File: config.mk
export PLATFORM = sky130hd
export DESIGN_NAME = video_timing_gen_flat
export DESIGN_NICKNAME = d
export VERILOG_FILES = /design/src/rtl/video_timing_if.sv /design/src/rtl/video_timing_gen.sv /design/src/flat_wrapper.sv
export SDC_FILE = /design/constraint.sdc
export NUM_CORES = 1
export LEC_CHECK = 0
export ABC_CLOCK_PERIOD_IN_PS = 5900
export BUFFER_PORTS_ARGS = -buffer_cell sky130_fd_sc_hd__clkbuf_2
export CELL_PAD_IN_SITES_DETAIL_PLACEMENT = 1
export CELL_PAD_IN_SITES_GLOBAL_PLACEMENT = 1
export CORE_MARGIN = 1
export CORE_UTILIZATION = 50
export CTS_BUF_LIST = sky130_fd_sc_hd__clkbuf_4
export DETAILED_ROUTE_END_ITERATION = 10
export PLACE_DENSITY = 0.95
export SLEW_MARGIN = 30
export SYNTH_ARGS = -nofsm -noshare
export SYNTH_HDL_FRONTEND = slang
export SYNTH_SLANG_ARGS = --single-unit
File: constraint.sdc
create_clock -name clk_sys -period 5.9 [get_ports clk_sys]
set_clock_uncertainty 0.15 [all_clocks]
set_input_delay 0 -clock clk_sys [delete_from_list [all_inputs] [get_ports clk_sys]]
set_output_delay 0 -clock clk_sys [all_outputs]
set_load 0.01 [all_outputs]
File: src/rtl/video_timing_if.sv
// Video timing bundle: sync position offsets in, pixel enable, counters and
// sync/blank strobes out.
interface video_timing_if;
  logic [3:0] h_adj;
  logic [3:0] v_adj;
  logic       ce_pix;
  logic [8:0] hcnt;
  logic [8:0] vcnt;
  logic       HSync;
  logic       VSync;
  logic       HBlank;
  logic       VBlank;
  logic       frame_start;

  modport master (
    input  h_adj, v_adj,
    output ce_pix, hcnt, vcnt, HSync, VSync, HBlank, VBlank, frame_start
  );

  modport slave (
    output h_adj, v_adj,
    input  ce_pix, hcnt, vcnt, HSync, VSync, HBlank, VBlank, frame_start
  );
endinterface

File: src/rtl/video_timing_gen.sv
// Raster timing generator: divides clk_sys into a pixel enable and produces
// registered pixel/line counters with sync and blanking strobes.
module video_timing_gen #(
  parameter int unsigned CE_DIV       = 4,
  parameter int unsigned H_TOTAL      = 384,
  parameter int unsigned H_ACTIVE     = 256,
  parameter int unsigned H_SYNC_START = 304,
  parameter int unsigned H_SYNC_LEN   = 32,
  parameter int unsigned V_TOTAL      = 264,
  parameter int unsigned V_ACTIVE     = 224,
  parameter int unsigned V_SYNC_START = 240,
  parameter int unsigned V_SYNC_LEN   = 8
) (
  input  logic           clk_sys,
  input  logic           reset_n,
  video_timing_if.master vid
);

  localparam int unsigned DivW = $clog2(CE_DIV);

  localparam logic [DivW-1:0]   DivMax     = DivW'(CE_DIV - 1);
  localparam logic [8:0]        HLast      = 9'(H_TOTAL - 1);
  localparam logic [8:0]        VLast      = 9'(V_TOTAL - 1);
  localparam logic [8:0]        HActive    = 9'(H_ACTIVE);
  localparam logic [8:0]        VActive    = 9'(V_ACTIVE);
  localparam logic signed [9:0] HSyncStart = 10'(H_SYNC_START);
  localparam logic signed [9:0] HSyncLen   = 10'(H_SYNC_LEN);
  localparam logic signed [9:0] VSyncStart = 10'(V_SYNC_START);
  localparam logic signed [9:0] VSyncLen   = 10'(V_SYNC_LEN);

  logic [DivW-1:0] div_q, div_d;
  logic [8:0]      hcnt_q, hcnt_d;
  logic [8:0]      vcnt_q, vcnt_d;
  logic [3:0]      ha_q, ha_d;
  logic [3:0]      va_q, va_d;
  logic            ce_q, ce_d;
  logic            fs_q, fs_d;
  logic            hs_q, hs_d;
  logic            vs_q, vs_d;
  logic            hb_q, hb_d;
  logic            vb_q, vb_d;

  logic              step;
  logic signed [9:0] hs_lo, vs_lo, h_pos, v_pos;

  assign step = (div_q == DivMax);

  always_comb begin
    div_d  = step ? '0 : div_q + DivW'(1);
    hcnt_d = hcnt_q;
    vcnt_d = vcnt_q;
    ha_d   = ha_q;
    va_d   = va_q;
    ce_d   = step;
    fs_d   = 1'b0;
    hs_d   = hs_q;
    vs_d   = vs_q;
    hb_d   = hb_q;
    vb_d   = vb_q;
    hs_lo  = '0;
    vs_lo  = '0;
    h_pos  = '0;
    v_pos  = '0;
    if (step) begin
      hcnt_d = (hcnt_q == HLast) ? '0 : hcnt_q + 9'd1;
      if (hcnt_q == HLast) begin
        vcnt_d = (vcnt_q == VLast) ? '0 : vcnt_q + 9'd1;
      end
      fs_d = (hcnt_d == '0) && (vcnt_d == '0);
      // Offsets only take effect at a frame boundary so no sync is ever split.
      if (fs_d) begin
        ha_d = vid.h_adj;
        va_d = vid.v_adj;
      end
      hs_lo = HSyncStart + $signed({{6{ha_d[3]}}, ha_d});
      vs_lo = VSyncStart + $signed({{6{va_d[3]}}, va_d});
      h_pos = $signed({1'b0, hcnt_d});
      v_pos = $signed({1'b0, vcnt_d});
      hs_d  = (h_pos >= hs_lo) && (h_pos < hs_lo + HSyncLen);
      vs_d  = (v_pos >= vs_lo) && (v_pos < vs_lo + VSyncLen);
      hb_d  = (hcnt_d >= HActive);
      vb_d  = (vcnt_d >= VActive);
    end
  end

  always_ff @(posedge clk_sys or negedge reset_n) begin
    if (!reset_n) begin
      div_q  <= '0;
      hcnt_q <= HLast;
      vcnt_q <= VLast;
      ha_q   <= '0;
      va_q   <= '0;
      ce_q   <= 1'b0;
      fs_q   <= 1'b0;
      hs_q   <= 1'b0;
      vs_q   <= 1'b0;
      hb_q   <= 1'b1;
      vb_q   <= 1'b1;
    end else begin
      div_q  <= div_d;
      hcnt_q <= hcnt_d;
      vcnt_q <= vcnt_d;
      ha_q   <= ha_d;
      va_q   <= va_d;
      ce_q   <= ce_d;
      fs_q   <= fs_d;
      hs_q   <= hs_d;
      vs_q   <= vs_d;
      hb_q   <= hb_d;
      vb_q   <= vb_d;
    end
  end

  assign vid.ce_pix      = ce_q;
  assign vid.hcnt        = hcnt_q;
  assign vid.vcnt        = vcnt_q;
  assign vid.HSync       = hs_q;
  assign vid.VSync       = vs_q;
  assign vid.HBlank      = hb_q;
  assign vid.VBlank      = vb_q;
  assign vid.frame_start = fs_q;

endmodule

File: src/flat_wrapper.sv
// flat-port wrapper written by rule: the top's interface ports become plain ports
module video_timing_gen_flat 
#(
  parameter int unsigned CE_DIV       = 4,
  parameter int unsigned H_TOTAL      = 384,
  parameter int unsigned H_ACTIVE     = 256,
  parameter int unsigned H_SYNC_START = 304,
  parameter int unsigned H_SYNC_LEN   = 32,
  parameter int unsigned V_TOTAL      = 264,
  parameter int unsigned V_ACTIVE     = 224,
  parameter int unsigned V_SYNC_START = 240,
  parameter int unsigned V_SYNC_LEN   = 8
)
  (clk_sys, reset_n, vid_h_adj, vid_v_adj, vid_ce_pix, vid_hcnt, vid_vcnt, vid_HSync, vid_VSync, vid_HBlank, vid_VBlank, vid_frame_start);
  video_timing_if vid_i ();
  input  logic clk_sys;
  input  logic reset_n;
  input wire logic [$bits(vid_i.h_adj)-1:0] vid_h_adj;
  input wire logic [$bits(vid_i.v_adj)-1:0] vid_v_adj;
  output wire logic [$bits(vid_i.ce_pix)-1:0] vid_ce_pix;
  output wire logic [$bits(vid_i.hcnt)-1:0] vid_hcnt;
  output wire logic [$bits(vid_i.vcnt)-1:0] vid_vcnt;
  output wire logic [$bits(vid_i.HSync)-1:0] vid_HSync;
  output wire logic [$bits(vid_i.VSync)-1:0] vid_VSync;
  output wire logic [$bits(vid_i.HBlank)-1:0] vid_HBlank;
  output wire logic [$bits(vid_i.VBlank)-1:0] vid_VBlank;
  output wire logic [$bits(vid_i.frame_start)-1:0] vid_frame_start;
  assign vid_i.h_adj = vid_h_adj;
  assign vid_i.v_adj = vid_v_adj;
  assign vid_ce_pix = vid_i.ce_pix;
  assign vid_hcnt = vid_i.hcnt;
  assign vid_vcnt = vid_i.vcnt;
  assign vid_HSync = vid_i.HSync;
  assign vid_VSync = vid_i.VSync;
  assign vid_HBlank = vid_i.HBlank;
  assign vid_VBlank = vid_i.VBlank;
  assign vid_frame_start = vid_i.frame_start;
  video_timing_gen #(.CE_DIV(CE_DIV), .H_TOTAL(H_TOTAL), .H_ACTIVE(H_ACTIVE), .H_SYNC_START(H_SYNC_START), .H_SYNC_LEN(H_SYNC_LEN), .V_TOTAL(V_TOTAL), .V_ACTIVE(V_ACTIVE), .V_SYNC_START(V_SYNC_START), .V_SYNC_LEN(V_SYNC_LEN)) u_core (.clk_sys(clk_sys), .reset_n(reset_n), .vid(vid_i));
endmodule
## Word level (Yosys, flattened, before mapping)

Index checks and enable logic that the tools add are counted.

| cells by class | value |
|---|---|
| equal/unequal tests | 3 |
| mux-type cells | 10 |
| $lt $le $gt $ge | 6 |
| add/sub/neg operators | 7 |
| reductions and logical operators | 5 |

Operators with widths:

| cell | number |
|---|---|
| two-way mux 9 bit | 4 |
| >= comparator 10 bit | 2 |
| < comparator 10 bit | 2 |
| adder 9 x 1 -> 9 bit, second input constant | 2 |
| == test 9 bit, second input constant | 2 |
| logical NOT 9 bit | 2 |
| two-way mux 4 bit | 4 |
| adder 10 x 4 -> 10 bit, first input constant | 1 |
| adder 10 x 5 -> 10 bit, second input constant | 1 |
| adder 10 x 7 -> 10 bit, second input constant | 1 |
| adder 9 x 4 -> 10 bit, first input constant | 1 |
| >= comparator 9 x 8 -> 1 bit, second input constant | 1 |
| >= comparator 9 bit, second input constant | 1 |
| logical AND 1 bit | 3 |
| adder 2 x 1 -> 2 bit, second input constant | 1 |
| == test 2 bit, second input constant | 1 |
| two-way mux 2 bit | 1 |
| two-way mux 1 bit | 1 |

| storage, ports and cells | value |
|---|---|
| output and inout port bits | 24 |
| register bits after elaboration | 34 |
| logic and storage cells | 42 |
| input port bits | 10 |

## Logic depth before layout (Yosys ltp)

| depth | value |
|---|---|
| depth after elaboration | 12 |
| gate-level depth with buffers | 17 |
| gate-level depth less buffers | 14 |

## Worst setup path before layout

OpenSTA, ideal clock, no wires.

| path | value |
|---|---|
| kind | reg-to-reg |
| from | register u_core.hcnt_q[1] (netlist: u_core.vid.hcnt[1]) |
| to | register u_core.vs_q (netlist: u_core.vid.VSync) |
| setup time | 0.139 ns |
| path slack | 2.209 ns |
| cell stages (with the launch flop) | 17 |
| clock period less this slack | 3.691 ns |
| path buffers | 2 |
| arrival | 3.401 ns |
| required time | 5.611 ns |
| cell sequence | dfstp_2 -> ha_1 -> buf_6 -> nand4b_4 -> nor4_1 -> xor2_1 -> nor4_2 -> nand3_1 -> buf_4 -> mux2_4 -> ha_1 -> nand2b_1 -> a21o_1 -> a21oi_1 -> o21bai_1 -> a21oi_1 -> o32ai_1 |

| on the way | value |
|---|---|
| cells in the longest elaborated chain, start to end | 11 |
| elaborated cells between the ends (all ways) | 15 |
| classes of those cells | add/sub (3); order compare (2); eq/ne (1); mux (5); reduce/logical (4) |

Ends and longest elaborated chain:

| element | line | source |
|---|---|---|
| start, declared | video_timing_gen.sv:32 | `logic [8:0] hcnt_q, hcnt_d;` |
| start signal, assigned | video_timing_gen.sv:89 | `hcnt_q <= HLast;` |
| start signal, assigned | video_timing_gen.sv:101 | `hcnt_q <= hcnt_d;` |
| branches (longest 10 deep; another with adder 9 x 4 -> 10 bit) | -- |  |
| logical AND 1 bit (*) | video_timing_gen.sv:80 | `vs_d = (v_pos >= vs_lo) && (v_pos < vs_lo + VSyncLen);` |
| end signal, assigned | video_timing_gen.sv:108 | `vs_q <= vs_d;` |
| end, declared | video_timing_gen.sv:39 | `logic vs_q, vs_d;` |

Mark *: on every way between the ends. The select of a mux whose other input is x is not followed.
A chain may end at the register's enable or synchronous reset.

## Worst setup path in the final report

Same ends and word-level chain as after synthesis.

==> out/qor.csv <==
stage,metric,value,unit
critical_path,cp_common_cell,ha_1,
clock_network,root_buffer,clkbuf_4,
sta,rsz0062_at_grt,false,
detailed_routing,drt-vias-per-instance,6.243,
detailed_routing,wl_per_cell,19.98,µm
final_layout,diodes,0,
sta,period_share,0.8121,
pwr,p_per_area,139.3,nW/µm²
logic_synthesis,synth_seq_cells,34,
global_routing,grt_max_degree,35,
placed_design,dpl.hpwl,4944,µm
critical_path,r2r_end,u_core.vid.VSync,
clock_network,cts.sinks,34,
critical_path,criticalPathCategory,flop to flop,
min_path,hold_class,primary input to asynchronous set/reset pin,
pwr,switching_share,0.2541,
critical_path,crit_path_start_kind,flop,
critical_path,slowest_stage,dfstp_2,
detailed_routing,met1_length,2962,µm
floorplan,fp.dieW,74.27,µm
floorplan,io_pins,34,
critical_path,crit_buf_inv,0,
clock_network,cts_tree,done,
pwr,clkPwrFrac,0.322,
critical_path,crit_family,simple AND/OR/NAND/NOR gates,
pwr,power_leakage,1.270,nW
floorplan,die_y,74.27,µm
final_layout,fillers,576,
global_routing,overflow,0,
final_layout,final_area,2840,µm²
logic_synthesis,synthArstFlopShare,1.000,
critical_path,crit_required,6.01,ns
critical_path,crit_start,u_core.vid.hcnt[1],
placed_design,place_inst,345,
final_layout,drive_above_1_share,0.3085,
pwr,seqPwrFrac,0.603,
sta,slew_viol_final,0,
logic_synthesis,synth-edff-count,0,
critical_path,worstPathArrival,4.90,ns
critical_path,cpPeakStageDelay,0.64,ns
final_layout,finalNetCount,318,
critical_path,crit_fanout,10,
logic_synthesis,synthCells,263,
logic_synthesis,ys.flop_type,dfrtp_1,
sta,hold_viol_final,0,
pwr,finalPower,0.3956,mW
critical_path,r2r_start,u_core.vid.hcnt[1],
critical_path,worstPathCellList,"ha_1, nand4b_4, nor4_1, xor2_1, nor4_2, nand3_1, mux2i_1, ha_1, nor2b_1, o21a_1, o21ai_0, a21boi_0, o32ai_1",
clock_network,ctsLongestPathBuffers,2,
sta,fin_crit,4.791,ns
final_layout,syn_to_final_growth,8.768,%
sta,slew_headroom,0.4948,
clock_network,clk_pin_slew,0.12,ns
critical_path,rrSetupSlack,1.11,ns
detailed_routing,dr_total_vias,2260,
detailed_routing,drc,0,
clock_network,insertion_delay,0.35,ns
logic_synthesis,yosysTopAreaCell,dfrtp_1,
clock_network,numCtsBuffers,5,
logic_synthesis,synth_seq_area_share,0.3325,
global_routing,track_usage,0.2893,
logic_synthesis,netlist_area,2611,µm²
pwr,vdd_drop_max,126.0,µV
logic_synthesis,avgSynthCellArea,9.929,µm²
placed_design,portBuffers,33,
detailed_routing,first_iter_violations,221,
floorplan,start_util,0.5351,
sta,layout_setup_ws,1.109,ns
sta,tightest_slew,0.7578,ns
logic_synthesis,ys_types,63,
logic_synthesis,synth_most_common_cell,nand2_1,
detailed_routing,dr_wl_met2,3711,µm
logic_synthesis,yosysWarnings,0,
logic_synthesis,ys_top_cells_by_area,"dfrtp_1 19%, dfstp_2 14%, ha_1 6.7%",
clock_network,cts_setup_buffers,0,
final_layout,final_cells,362,
floorplan,dieArea,5515,µm²
clock_network,htree_levels,2,
final_layout,final_util,0.5821,
global_routing,antenna_found_initial,0,
logic_synthesis,synth_common_cells,"22 x nand2_1, 20 x dfrtp_1, 15 x nand3_1, 15 x nor2_1",
sta,setup-violations-final,0,
floorplan,core-area,4880,µm²
placed_design,placed_area,2696,µm²
detailed_routing,dr.max_layer_used,met4,
detailed_routing,dr.pass1.iters,4,
placed_design,gp_congestion,0.8348,
global_routing,grt_pass1_vias,2247,
sta,fmax,208.7,MHz
critical_path,rr_worst_depth,13,
pwr,p_int,0.2951,mW
detailed_routing,drtAntennaViolNets,0,
logic_synthesis,syn_nets,287,
sta,holdWs,0.09479,ns
sta,fin_setup_tns,0,ns
critical_path,cp.depth,13,
run_status,status,finished clean,
detailed_routing,wl_met3,298,µm
critical_path,end_kind,flop,
logic_synthesis,netlist.area_leader.share,0.1917,
pwr,netSwitchingPower,0.1005,mW
detailed_routing,wl,7233,µm
job,max_cap_violations,0,
floorplan,rows,25,
global_routing,grt_first_pass_wirelength,11650,µm
pwr,pwr-share-comb,0.075,
placed_design,place_ws,1.241,ns
-- registers in the layout (all words and copies together) (netlist names), 2 cells and up --
signal / count
u_core.vid.hcnt: 9
u_core.vid.vcnt: 9
u_core.ha_q: 4
u_core.va_q: 4
u_core.div_q: 2
-- layout make-up --
class,count,area (µm²),share of cell area
inverter,9,33.78,0.01189
clock buffer,5,37.54,0.01322
clock inverter,3,16.27,0.005727
sequential,34,868.3,0.3057
tap,67,83.83,0.02952
timing repair buffer,43,262.8,0.09251
multi-input combinational,201,1538,0.5414
-- how the worst max path moves through the flow --
stage,end,slack (ns)
after floorplan,u_core.vid.VSync,2.21
after global placement,u_core.vid.VSync,1.52
after detailed placement,u_core.vid.VSync,1.24
after CTS,u_core.vid.VSync,1.19
after global routing,u_core.vid.HSync,0.81
final,u_core.vid.VSync,1.11
-- cell families after synthesis --
family | share of synthesized area
XOR/XNOR | 0.06373
AND/OR/NAND/NOR | 0.2219
flip-flops | 0.3325
buffers and inverters | 0.07858
multiplexers | 0.1054
adder cells (fa/ha/maj) | 0.06708
AO/OA/AOI/OAI | 0.1308
-- cells in the final DEF (no fill, tap or decap), types with 5 or more instances in the layout --
master / count
xor2_1: 7
a31oi_1: 5
ha_1: 14
dlygate4sd3_1: 9
nand2_1: 22
mux2i_1: 8
clkbuf_4: 5
o21ai_0: 7
dfstp_2: 14
a21oi_1: 10
clkbuf_2: 32
nor4_1: 7
mux2_2: 12
nand3_1: 15
inv_1: 9
nor2b_1: 5
xnor2_1: 12
nor2_1: 15
nor3_1: 6
dfrtp_1: 20
-- timing repair --
item | in CTS | in global routing
hold buffers | 9 | 0
endpoints found under the hold margin | 28 | 0
resized for setup | 0 | 0
-- power groups by stage --
stage / registers (mW) / clock network, mW / logic, mW
global placement: 0.242 / 0 / 0.0213
finish: 0.238 / 0.128 / 0.0296
detailed placement: 0.242 / 0 / 0.0233
CTS: 0.238 / 0.131 / 0.0279
global route: 0.239 / 0.139 / 0.0324
floorplan: 0.241 / 0 / 0.0115
-- layer usage --
layer  track usage  vias up
li1              -     1033
met1        0.3621     1118
met2        0.4879       85
met3       0.05420       24
met4        0.1279        0
met5             0        -
Note: power is estimated with default switching activity, not from simulation.
